<file path="src/rtl/apb_bridge_pkg.sv">
// Shared types and helpers for the APB synchronous register-slice bridge.
package apb_bridge_pkg;

    localparam int unsigned APB_PROT_WIDTH = 3;

    typedef enum logic [1:0] {
        IDLE   = 2'd0,
        SETUP  = 2'd1,
        ACCESS = 2'd2,
        RESP   = 2'd3
    } apb_state_e;

    function automatic int unsigned strb_width(input int unsigned data_width);
        return data_width / 8;
    endfunction

endpackage

</file>
<file path="src/rtl/apb_bridge_timeout_cnt.sv">
// ACCESS-phase wait counter for the APB bridge; expire flags the terminal count.
module apb_bridge_timeout_cnt #(
    parameter int unsigned TIMEOUT_CYCLES = 256
) (
    input  logic clk,
    input  logic rst_n,
    input  logic clear,
    input  logic enable,
    output logic expire
);

    localparam int unsigned CNT_WIDTH = $clog2(TIMEOUT_CYCLES);
    localparam logic [CNT_WIDTH-1:0] TERMINAL = CNT_WIDTH'(TIMEOUT_CYCLES - 1);

    logic [CNT_WIDTH-1:0] cnt_q;
    logic [CNT_WIDTH-1:0] cnt_d;

    // Saturate at the terminal count; the bridge leaves ACCESS on expiry anyway.
    always_comb begin
        cnt_d = cnt_q;
        if (clear) begin
            cnt_d = '0;
        end else if (enable && (cnt_q != TERMINAL)) begin
            cnt_d = cnt_q + CNT_WIDTH'(1);
        end
    end

    // expire is registered alongside the count so it always equals (cnt_q == TERMINAL).
    always_ff @(posedge clk or negedge rst_n) begin
        if (!rst_n) begin
            cnt_q  <= '0;
            expire <= 1'b0;
        end else begin
            cnt_q  <= cnt_d;
            expire <= (cnt_d == TERMINAL);
        end
    end

endmodule

</file>
<file path="src/rtl/apb_sync_bridge.sv">
// Single-clock APB4 register slice with fully registered request/response paths.
// Optional downstream timeout enabled by defining APB_SYNC_BRIDGE_TIMEOUT_EN.
module apb_sync_bridge
    import apb_bridge_pkg::*;
#(
    parameter int unsigned APB_ADDR_WIDTH = 32,
    parameter int unsigned APB_DATA_WIDTH = 32,
    parameter int unsigned TIMEOUT_CYCLES = 256
) (
    input  logic                          clk,
    input  logic                          rst_n,
    input  logic [APB_ADDR_WIDTH-1:0]     PADDR_i,
    input  logic [APB_DATA_WIDTH-1:0]     PWDATA_i,
    input  logic                          PWRITE_i,
    input  logic [APB_DATA_WIDTH/8-1:0]   PSTRB_i,
    input  logic [2:0]                    PPROT_i,
    input  logic                          PSEL_i,
    input  logic                          PENABLE_i,
    output logic [APB_DATA_WIDTH-1:0]     PRDATA_o,
    output logic                          PREADY_o,
    output logic                          PSLVERR_o,
    output logic [APB_ADDR_WIDTH-1:0]     m_PADDR_o,
    output logic [APB_DATA_WIDTH-1:0]     m_PWDATA_o,
    output logic                          m_PWRITE_o,
    output logic [APB_DATA_WIDTH/8-1:0]   m_PSTRB_o,
    output logic [2:0]                    m_PPROT_o,
    output logic                          m_PSEL_o,
    output logic                          m_PENABLE_o,
    input  logic [APB_DATA_WIDTH-1:0]     m_PRDATA_i,
    input  logic                          m_PREADY_i,
    input  logic                          m_PSLVERR_i,
    output logic                          timeout_o
);

    localparam int unsigned AW = APB_ADDR_WIDTH;
    localparam int unsigned DW = APB_DATA_WIDTH;
    localparam int unsigned SW = strb_width(APB_DATA_WIDTH);
    localparam int unsigned PW = APB_PROT_WIDTH;

    // Elaboration-time parameter sanity checks.
    if ((DW == 0) || ((DW % 8) != 0)) begin : g_bad_data_width
        $error("apb_sync_bridge: APB_DATA_WIDTH must be a non-zero multiple of 8");
    end
    if ((TIMEOUT_CYCLES < 2) || (TIMEOUT_CYCLES > 65535)) begin : g_bad_timeout
        $error("apb_sync_bridge: TIMEOUT_CYCLES must be in 2..65535");
    end

    // Acceptance keys on PSEL_i in IDLE only; PENABLE_i carries nothing extra.
    logic unused_penable;
    assign unused_penable = PENABLE_i;

    apb_state_e state_q, state_d;
    logic       aborted_q, aborted_d;

    logic [AW-1:0] paddr_q, paddr_d;
    logic [DW-1:0] pwdata_q, pwdata_d;
    logic          pwrite_q, pwrite_d;
    logic [SW-1:0] pstrb_q, pstrb_d;
    logic [PW-1:0] pprot_q, pprot_d;

    logic          m_psel_q, m_psel_d;
    logic          m_penable_q, m_penable_d;
    logic          pready_q, pready_d;
    logic [DW-1:0] prdata_q, prdata_d;
    logic          pslverr_q, pslverr_d;
    logic          abort_now;
    logic          expire;

`ifdef APB_SYNC_BRIDGE_TIMEOUT_EN
    logic timeout_q, timeout_d;

    apb_bridge_timeout_cnt #(
        .TIMEOUT_CYCLES (TIMEOUT_CYCLES)
    ) u_timeout_cnt (
        .clk    (clk),
        .rst_n  (rst_n),
        .clear  (state_q != ACCESS),
        .enable ((state_q == ACCESS) && !m_PREADY_i),
        .expire (expire)
    );

    assign timeout_o = timeout_q;
`else
    assign expire    = 1'b0;
    assign timeout_o = 1'b0;
`endif

    // A dropped PSEL_i at any point after acceptance discards the response.
    assign abort_now = aborted_q || !PSEL_i;

    // Next-state and next-output logic; every register output is derived here.
    always_comb begin
        state_d   = state_q;
        aborted_d = aborted_q;
        paddr_d   = paddr_q;
        pwdata_d  = pwdata_q;
        pwrite_d  = pwrite_q;
        pstrb_d   = pstrb_q;
        pprot_d   = pprot_q;
        prdata_d  = '0;
        pslverr_d = 1'b0;
`ifdef APB_SYNC_BRIDGE_TIMEOUT_EN
        timeout_d = 1'b0;
`endif

        case (state_q)
            IDLE: begin
                if (PSEL_i && !pready_q) begin
                    paddr_d   = PADDR_i;
                    pwdata_d  = PWDATA_i;
                    pwrite_d  = PWRITE_i;
                    pstrb_d   = PWRITE_i ? PSTRB_i : '0;
                    pprot_d   = PPROT_i;
                    aborted_d = 1'b0;
                    state_d   = SETUP;
                end
            end
            SETUP: begin
                if (!PSEL_i) begin
                    aborted_d = 1'b1;
                end
                state_d = ACCESS;
            end
            ACCESS: begin
                if (!PSEL_i) begin
                    aborted_d = 1'b1;
                end
                if (m_PREADY_i) begin
                    state_d   = abort_now ? IDLE : RESP;
                    prdata_d  = pwrite_q ? '0 : m_PRDATA_i;
                    pslverr_d = m_PSLVERR_i;
                end else if (expire) begin
                    state_d   = abort_now ? IDLE : RESP;
                    pslverr_d = 1'b1;
`ifdef APB_SYNC_BRIDGE_TIMEOUT_EN
                    timeout_d = 1'b1;
`endif
                end
            end
            RESP: begin
                state_d = IDLE;
            end
            default: begin
                state_d = IDLE;
            end
        endcase

        // Response fields are visible only during the single RESP cycle.
        if (state_d != RESP) begin
            prdata_d  = '0;
            pslverr_d = 1'b0;
        end

        m_psel_d    = (state_d == SETUP) || (state_d == ACCESS);
        m_penable_d = (state_d == ACCESS);
        pready_d    = (state_d == RESP);
    end

    always_ff @(posedge clk or negedge rst_n) begin
        if (!rst_n) begin
            state_q     <= IDLE;
            aborted_q   <= 1'b0;
            paddr_q     <= '0;
            pwdata_q    <= '0;
            pwrite_q    <= 1'b0;
            pstrb_q     <= '0;
            pprot_q     <= '0;
            m_psel_q    <= 1'b0;
            m_penable_q <= 1'b0;
            pready_q    <= 1'b0;
            prdata_q    <= '0;
            pslverr_q   <= 1'b0;
        end else begin
            state_q     <= state_d;
            aborted_q   <= aborted_d;
            paddr_q     <= paddr_d;
            pwdata_q    <= pwdata_d;
            pwrite_q    <= pwrite_d;
            pstrb_q     <= pstrb_d;
            pprot_q     <= pprot_d;
            m_psel_q    <= m_psel_d;
            m_penable_q <= m_penable_d;
            pready_q    <= pready_d;
            prdata_q    <= prdata_d;
            pslverr_q   <= pslverr_d;
        end
    end

`ifdef APB_SYNC_BRIDGE_TIMEOUT_EN
    always_ff @(posedge clk or negedge rst_n) begin
        if (!rst_n) begin
            timeout_q <= 1'b0;
        end else begin
            timeout_q <= timeout_d;
        end
    end
`endif

    assign m_PADDR_o   = paddr_q;
    assign m_PWDATA_o  = pwdata_q;
    assign m_PWRITE_o  = pwrite_q;
    assign m_PSTRB_o   = pstrb_q;
    assign m_PPROT_o   = pprot_q;
    assign m_PSEL_o    = m_psel_q;
    assign m_PENABLE_o = m_penable_q;
    assign PREADY_o    = pready_q;
    assign PRDATA_o    = prdata_q;
    assign PSLVERR_o   = pslverr_q;

endmodule
</file>
<file path="config.mk">
export PLATFORM = sky130hd
export DESIGN_NAME = apb_sync_bridge
export DESIGN_NICKNAME = d
export VERILOG_FILES = /design/src/rtl/apb_bridge_pkg.sv /design/src/rtl/apb_bridge_timeout_cnt.sv /design/src/rtl/apb_sync_bridge.sv
export SDC_FILE = /design/constraint.sdc
export NUM_CORES = 1
export LEC_CHECK = 0
export CAP_MARGIN = 20
export CORE_ASPECT_RATIO = 1.2
export CORE_MARGIN = 5
export CORE_UTILIZATION = 25
export DETAILED_ROUTE_END_ITERATION = 10
export PLACE_DENSITY = 0.59
export SLEW_MARGIN = 25
export SYNTH_ARGS = -nofsm -noshare
export SYNTH_HDL_FRONTEND = slang
export SYNTH_SLANG_ARGS = --single-unit
</file>
<file path="constraint.sdc">
create_clock -name clk -period 2.8 [get_ports clk]
set_clock_uncertainty 0.05 [all_clocks]
set_input_delay 0.42 -clock clk [delete_from_list [all_inputs] [get_ports clk]]
set_output_delay 0.42 -clock clk [all_outputs]
set_load 0.02 [all_outputs]
</file>
---- Word level (Yosys, flattened, before mapping) ----
Cells that the tools add are included.
cells by class
  muxes and demuxes ....................... 15
  add/sub/neg operators ................... 0
  eq/ne operators ......................... 9
  shifts and indexed selects .............. 0
  div/mod/pow operators ................... 0
  reduce and logical (&&, ||, !) cells .... 10
  order comparisons ....................... 0
  $mul .................................... 0
  bitwise operators ....................... 0
operators by type and width
  operator            number
  $mux 32             4
  $eq 2x2->1 const B  4
  $pmux 2 s4          1
  $mux 2              3
  $ne 2x2->1 const B  3
  $mux 1              5
  $eq 2x1->1 const B  2
  $mux 4              1
  $reduce_and 3->1    1
  $logic_not 1->1     2
  $logic_not 2->1     1
  $logic_or 1x1->1    2
  $pmux 1 s2          1
  $reduce_and 2->1    1
  $reduce_bool 2->1   1
  $reduce_or 2->1     1
  $logic_and 1x1->1   1
word-level totals
  memories kept ........................... 0
  bits in latches ......................... 0
  ROM bits ................................ 0
  RAM bits ................................ 0
  output and inout bits ................... 109
  register bits after elaboration ......... 111

---- Longest topological paths before layout ----
Gate-level depths: netlist (run 1).
  depth after elaboration ................. 7
  depth in mapped cells ................... 9

---- Least setup slack after synthesis (run 1) ----
Ideal clock, no wire load.
  kind .................................... register -> register
  start ................................... register state_q[0]
  end ..................................... register prdata_q[10] (netlist: PRDATA_o[10])
  buffers on the path ..................... 1
  data arrival time ....................... 2.020 ns
  path slack .............................. 0.664 ns
  required time ........................... 2.684 ns
  cell stages (with the launch flop) ...... 10
  cells stage by stage .................... dfrtp_1 > inv_1 > ha_1 > a21boi_0 > a2bb2oi_1 > ha_1 > nand3_1 > nor2_1 > clkbuf_1 > and2_1
on the way
  longest elaborated chain between the ends .. 4
  elaborated cells between the ends (all ways) .. 10
  classes of those cells .................. eq/ne (4); mux (5); reduce/logical (1)
RTL lines
  what                                      line                    source
  start: declaration                        apb_sync_bridge.sv:52   apb_state_e state_q, state_d;
  start signal: assignment                  apb_sync_bridge.sv:174  state_q <= state_d;
  $eq 2x2->1, or another cell as far along  apb_sync_bridge.sv:106  case (state_q)
  $pmux 2 s4 *                              apb_sync_bridge.sv:106
  named net state_d[1]                      apb_sync_bridge.sv:52
  $ne 2x2->1 *                              apb_sync_bridge.sv:149  if (state_d != RESP) begin
  $mux 32 *                                 apb_sync_bridge.sv:149
  named net prdata_d[10]                    apb_sync_bridge.sv:64   logic [DW-1:0] prdata_q, prdata_d;
  end signal: assignment                    apb_sync_bridge.sv:184  prdata_q <= prdata_d;
  end: declaration                          apb_sync_bridge.sv:64
The timed path passes the listed nets; every way through them passes the cells marked *.
A chain may end at the register's enable or synchronous reset.

---- Worst setup path after layout (run 1) ----
  start ................................... register state_q[0]
  end ..................................... register prdata_q[19] (netlist: PRDATA_o[19])
Same word-level chain as after synthesis.

==> results of run 1 <==
-- sequential cells by signal, summed over array words and instances (netlist names), 2 cells and up --
register / cells
m_PSTRB_o: 4
m_PPROT_o: 3
m_PWDATA_o: 32
state_q: 2
PRDATA_o: 32
m_PADDR_o: 32
-- per-layer routing --
metal | wire length (um) | GRT usage | vias up
met5 | 0 | 0 | -
met4 | 325 | 0.0592 | 0
met3 | 875 | 0.0379 | 19
met2 | 5900 | 0.200 | 127
met1 | 4350 | 0.128 | 1420
li1 | - | - | 1312
-- worst max-delay path, stage by stage (launching register included) --
cell,delay (ns)
dfrtp_1,0.43
inv_1,0.16
ha_1,0.20
a21boi_0,0.35
a2bb2oi_1,0.40
ha_1,0.24
nand3_1,0.11
nor2_1,0.19
buf_12,0.19
and2_1,0.14
-- cells in the mapped netlist --
master,number
buf_6,5
mux2_2,36
a2bb2oi_1,1
clkbuf_1,3
o221a_2,1
or3_1,1
o221ai_1,1
buf_4,1
and2_1,32
mux2_4,32
ha_1,6
a21oi_1,1
nand2_1,9
nor2_1,3
inv_1,3
nand3b_1,1
a21o_1,1
o21ai_0,4
o31ai_1,1
mux2i_1,1
nand3_1,1
buf_2,3
a21boi_0,1
conb_1,1
nand2b_1,2
dfrtp_1,111
-- cell type report --
type / instances / area share
Sequential cell: 111 / 0.401
Timing Repair Buffer: 220 / 0.322
Multi-Input combinational cell: 136 / 0.192
Tap cell: 216 / 0.0390
Clock buffer: 12 / 0.0370
Clock inverter: 4 / 0.00777
Inverter: 3 / 0.00163
-- kinds of logic (layout without fill, tap and decap cells) --
logic type	after synthesis	in the layout	synth area share
compound gates	11	11	0.0181
buf+inv	15	239	0.0241
mux	69	69	0.213
fa+ha+maj	6	6	0.0178
flops	111	111	0.660
other cells	1	1	0.000891
simple gates	49	49	0.0657
-- power by group --
part           internal [uW]  switching [uW]  total (uW)
Sequential              2200             309        2510
Combinational           1880            1500        3380
Clock                    745             586        1330
Total                   4820            2400        7220
-- metrics by stage --
step	setup WS (ns)	area, sq um	utilization
final	0.278	6920	0.414
after global routing	0.165	6920	0.414
after CTS	0.330	6920	0.414
after detailed placement	0.0708	6610	0.396
after global placement	0.200	6610	0.396
after floorplan	0.664	4210	-
-- placed cells by master, fill, tap and decap left out, types with 3 or more instances in the layout --
cell type        Yosys  layout
clkdlybuf4s50_1      0     215
dfrtp_1            111     111
mux2_2              36      36
and2_1              32      32
mux2_4              32      32
nand2_1              9       9
clkbuf_16            0       9
ha_1                 6       6
o21ai_0              4       4
inv_1                3       3
nor2_1               3       3
buf_12               0       3
-- how the worst max path moves through the flow --
stage,endpoint,cells after the start
after CTS,PRDATA_o[11]$_DFF_PN0_,9
after global routing,PRDATA_o[28]$_DFF_PN0_,9
after floorplan,PRDATA_o[10]$_DFF_PN0_,9
after global placement,PRDATA_o[13]$_DFF_PN0_,9
after detailed placement,PRDATA_o[1]$_DFF_PN0_,9
final,PRDATA_o[19]$_DFF_PN0_,9
==> results.json, run 1 <==
{
  "synthTopCellsByArea": "dfrtp_1 66%, mux2_4 11%, mux2_2 9.6%, and2_1 4.8%, ha_1 1.8%",
  "fp.dieArea_sq_mm": 0.0195,
  "status": "completed",
  "port_buffers": 216,
  "fin_cells": 702,
  "p_leak_uw": 0.00307,
  "syn-num-nets": 378,
  "cts_setup_buffers": 0,
  "min_period_ns": 2.52,
  "clockBufferDepth": 2,
  "p_total_uw": 7220,
  "dpl.cell_count": 686,
  "seqCellArea_sq_mm": 0.00278,
  "ys_warn_count": 0,
  "cts_hold_buf": 0,
  "cp-start-kind": "flip-flop",
  "r2r_end": "PRDATA_o[19]$_DFF_PN0_",
  "grt_use_total": 0.117,
  "yosys.area.top_type": "dfrtp_1",
  "critPathLaunch": "state_q[0]$_DFF_PN0_",
  "core_area_sq_mm": 0.0167,
  "diodes": 0,
  "rows": 52,
  "cap_violations": 0,
  "multiInputGateArea_sq_mm": 0.00133,
  "drtIter0Drc": 116,
  "grt_max_degree": 65,
  "clk_latency_ns": 0.35,
  "clock_sinks": 111,
  "critPathKind": "flip-flop to flip-flop",
  "vias": 2878,
  "synthesis.area_sq_mm": 0.00421,
  "setup_viol": 0,
  "place_congestion": 0.705,
  "cp-end-kind": "flip-flop",
  "worstMarginPinSlew_ns": 0.639,
  "hpwlAfterDp_mm": 8.65,
  "grt_pass1_wl_mm": 17.6,
  "grt_setup_unrepaired": "no",
  "finalCritPeriodShare": 0.901,
  "fill_cells": 1523,
  "vias_per_cell": 4.10,
  "synth_cells": 262,
  "relSlewSlack": 0.574,
  "power_density_mw_per_mm2": 1040,
  "cp.arrival_ns": 2.76,
  "worst_hold_slack_ns": 0.0367,
  "clk_pin_slew_ns": 0.07,
  "hp-class": "primary input to asynchronous set/reset pin",
  "fp.dieW_um": 128,
  "routed_wl_mm": 11.5,
  "cts-resized-gates": 0,
  "crit_fanout": 32,
  "cts_made_buffers": 9,
  "cts-root-buf": "clkbuf_16",
  "tns_ns": 0,
  "yosysSeqAreaShare": 0.660,
  "fin_nets": 597,
  "syn_avg_cell_area_sq_um": 16.1,
  "fp.dieH_um": 152,
  "fmax_mhz": 397,
  "drcViolationCount": 0,
  "grt_remaining_overflow": 0,
  "start_util": 0.252,
  "timing.rr.start": "state_q[0]$_DFF_PN0_",
  "required_ns": 3.04,
  "drt.antenna.violating_nets": 0,
  "synth_cell_type_count": 26,
  "pin_count": 219,
  "wire_per_inst_um": 16.3,
  "rr_worst_depth": 9,
  "reg2reg_slack_ns": 0.28,
  "cts_tree": "yes",
  "cts_max_level": 3,
  "grt_pass1_vias": 3077,
  "drive_above_1_share": 0.183,
  "dr.pass1.iters": 4,
  "ys_seq_elements": 111,
  "slew_violations": 0,
  "synth_top_cell_area_share": 0.660,
  "grt_antenna_before_repair": 0,
  "peakVddDrop_uv": 376,
  "syn_to_final_growth_pct": 64.6,
  "final_hold_viol_count": 0
}
(Power assumes the default switching activity.)
==> run 2: changes to the inputs <==
Settings changed: CELL_PAD_IN_SITES_DETAIL_PLACEMENT set to 0, CELL_PAD_IN_SITES_GLOBAL_PLACEMENT set to 2, PLACE_DENSITY 0.59 to 0.84, REMOVE_ABC_BUFFERS set to 1.
==> results.json, run 2 (synthesis gave the netlist of run 1 again) <==
{
  "status": "completed",
  "hpwlAfterDp_mm": 8.35,
  "p_total_uw": 7180,
  "core_area_sq_mm": 0.0167,
  "vias_per_cell": 3.99,
  "place_congestion": 0.721,
  "cts-root-buf": "clkbuf_16",
  "port_buffers": 216,
  "clock_sinks": 111,
  "drt.antenna.violating_nets": 0,
  "vias": 2810,
  "final_cell_mix": "215 x clkdlybuf4s50_1, 111 x dfrtp_1, 36 x mux2_2",
  "cts_made_buffers": 9,
  "grt_max_degree": 57,
  "clk_pin_slew_ns": 0.07,
  "cp-start-kind": "flip-flop",
  "dr.pass1.iters": 4,
  "drcViolationCount": 0,
  "worstMarginPinSlew_ns": 0.578,
  "fp.dieH_um": 152,
  "finalCoreUtilization": 0.415,
  "grt_antenna_before_repair": 0,
  "syn_to_final_growth_pct": 64.9,
  "r2r_end": "PRDATA_o[12]$_DFF_PN0_",
  "final_hold_viol_count": 0,
  "cp-end-kind": "flip-flop",
  "rows": 52,
  "min_period_ns": 2.45,
  "clk_latency_ns": 0.35,
  "fin_nets": 599,
  "pin_count": 219,
  "cts_setup_buffers": 0,
  "diodes": 0,
  "reg2reg_slack_ns": 0.35,
  "finalCritPeriodShare": 0.873,
  "fmax_mhz": 409,
  "relSlewSlack": 0.615,
  "routed_wl_mm": 10.8,
  "power_density_mw_per_mm2": 1040,
  "cap_violations": 0,
  "grt_pass1_vias": 3092,
  "peakVddDrop_uv": 269,
  "final_common_cell": "clkdlybuf4s50_1",
  "setup_viol": 0,
  "drive_above_1_share": 0.186,
  "slew_violations": 0,
  "fp.dieW_um": 128,
  "grt_remaining_overflow": 0,
  "critPathLaunch": "state_q[0]$_DFF_PN0_",
  "required_ns": 3.04,
  "start_util": 0.252,
  "grt_setup_unrepaired": "no",
  "crit_fanout": 32,
  "timing.rr.start": "state_q[0]$_DFF_PN0_",
  "cp.arrival_ns": 2.68,
  "critPathKind": "flip-flop to flip-flop",
  "grt_pass1_wl_mm": 16.9,
  "cts_max_level": 3,
  "fp.dieArea_sq_mm": 0.0195,
  "clockBufferDepth": 2,
  "drtIter0Drc": 49,
  "cts_tree": "yes",
  "hp-class": "primary input to asynchronous set/reset pin",
  "wire_per_inst_um": 15.3,
  "grt_use_total": 0.109,
  "p_leak_uw": 0.00308,
  "rr_worst_depth": 9,
  "crit_end": "PRDATA_o[12]$_DFF_PN0_"
}
[run 2: cell count changes in the layout (fill, tap and decap cells not counted), sizes merged]
cell         before  now
buf               5    6
inv               3    5
clkinv            1    3
clkinvlp          2    0
dlygate4sd3       0    1
clkbuf           12   10
[run 2: worst min path at each step]
stage	start	end	slack [ns]
2_1_floorplan	rst_n	PRDATA_o[0]$_DFF_PN0_	0.07
3_3_place_gp	rst_n	m_PADDR_o[5]$_DFFE_PN0P_	0.24
3_5_place_dp	rst_n	m_PADDR_o[18]$_DFFE_PN0P_	0.23
4_1_cts	rst_n	m_PADDR_o[18]$_DFFE_PN0P_	0.40
5_1_grt	rst_n	m_PADDR_o[16]$_DFFE_PN0P_	0.42
6_report	rst_n	m_PADDR_o[3]$_DFFE_PN0P_	0.42
[run 2: cell type report]
type | count | area [sq um]
timing repair buffer | 222 | 2240
inverter | 3 | 11.3
sequential | 111 | 2780
tap | 216 | 270
multi-input combinational | 136 | 1330
fill | 1559 | 9780
clock inverter | 6 | 66.3
clock buffer | 10 | 239
[run 2: timing repair]
item                                   in CTS  in global routing
gates resized for setup                     0                  0
endpoints found under the hold margin      12                  0
hold buffers                                1                  0
[run 2: critical path, stage by stage, from the launching register on]
cell,delay (ns)
dfrtp_1,0.42
inv_1,0.15
ha_1,0.19
a21boi_0,0.38
a2bb2oi_1,0.33
ha_1,0.22
nand3_1,0.10
nor2_1,0.19
buf_12,0.19
and2_1,0.14
[run 2: per-layer routing]
layer	GRT usage	routed length [um]	share of wire
met1	0.123	4080	0.38
met2	0.176	5210	0.48
met3	0.0516	1310	0.12
met4	0.0475	175	0.016
met5	0	0	0
[run 2: where the power goes]
part | internal, uW | total, uW | switching, uW
Clock | 724 | 1300 | 581
Sequential | 2200 | 2490 | 293
Combinational | 1880 | 3380 | 1500
Total | 4800 | 7180 | 2380
[run 2: stage by stage]
step                      worst slack, ns  std cells  TNS, ns  hold slack, ns  instance area, sq um
after floorplan                     -1.06        250   -74.57          0.0744                  4120
after global placement              0.211        687        0           0.235                  6620
after detailed placement           0.0799        687        0           0.235                  6620
after CTS                           0.332        704        0           0.399                  6940
after global routing                0.152        704        0           0.421                  6940
final                               0.355        704        0           0.415                  6940
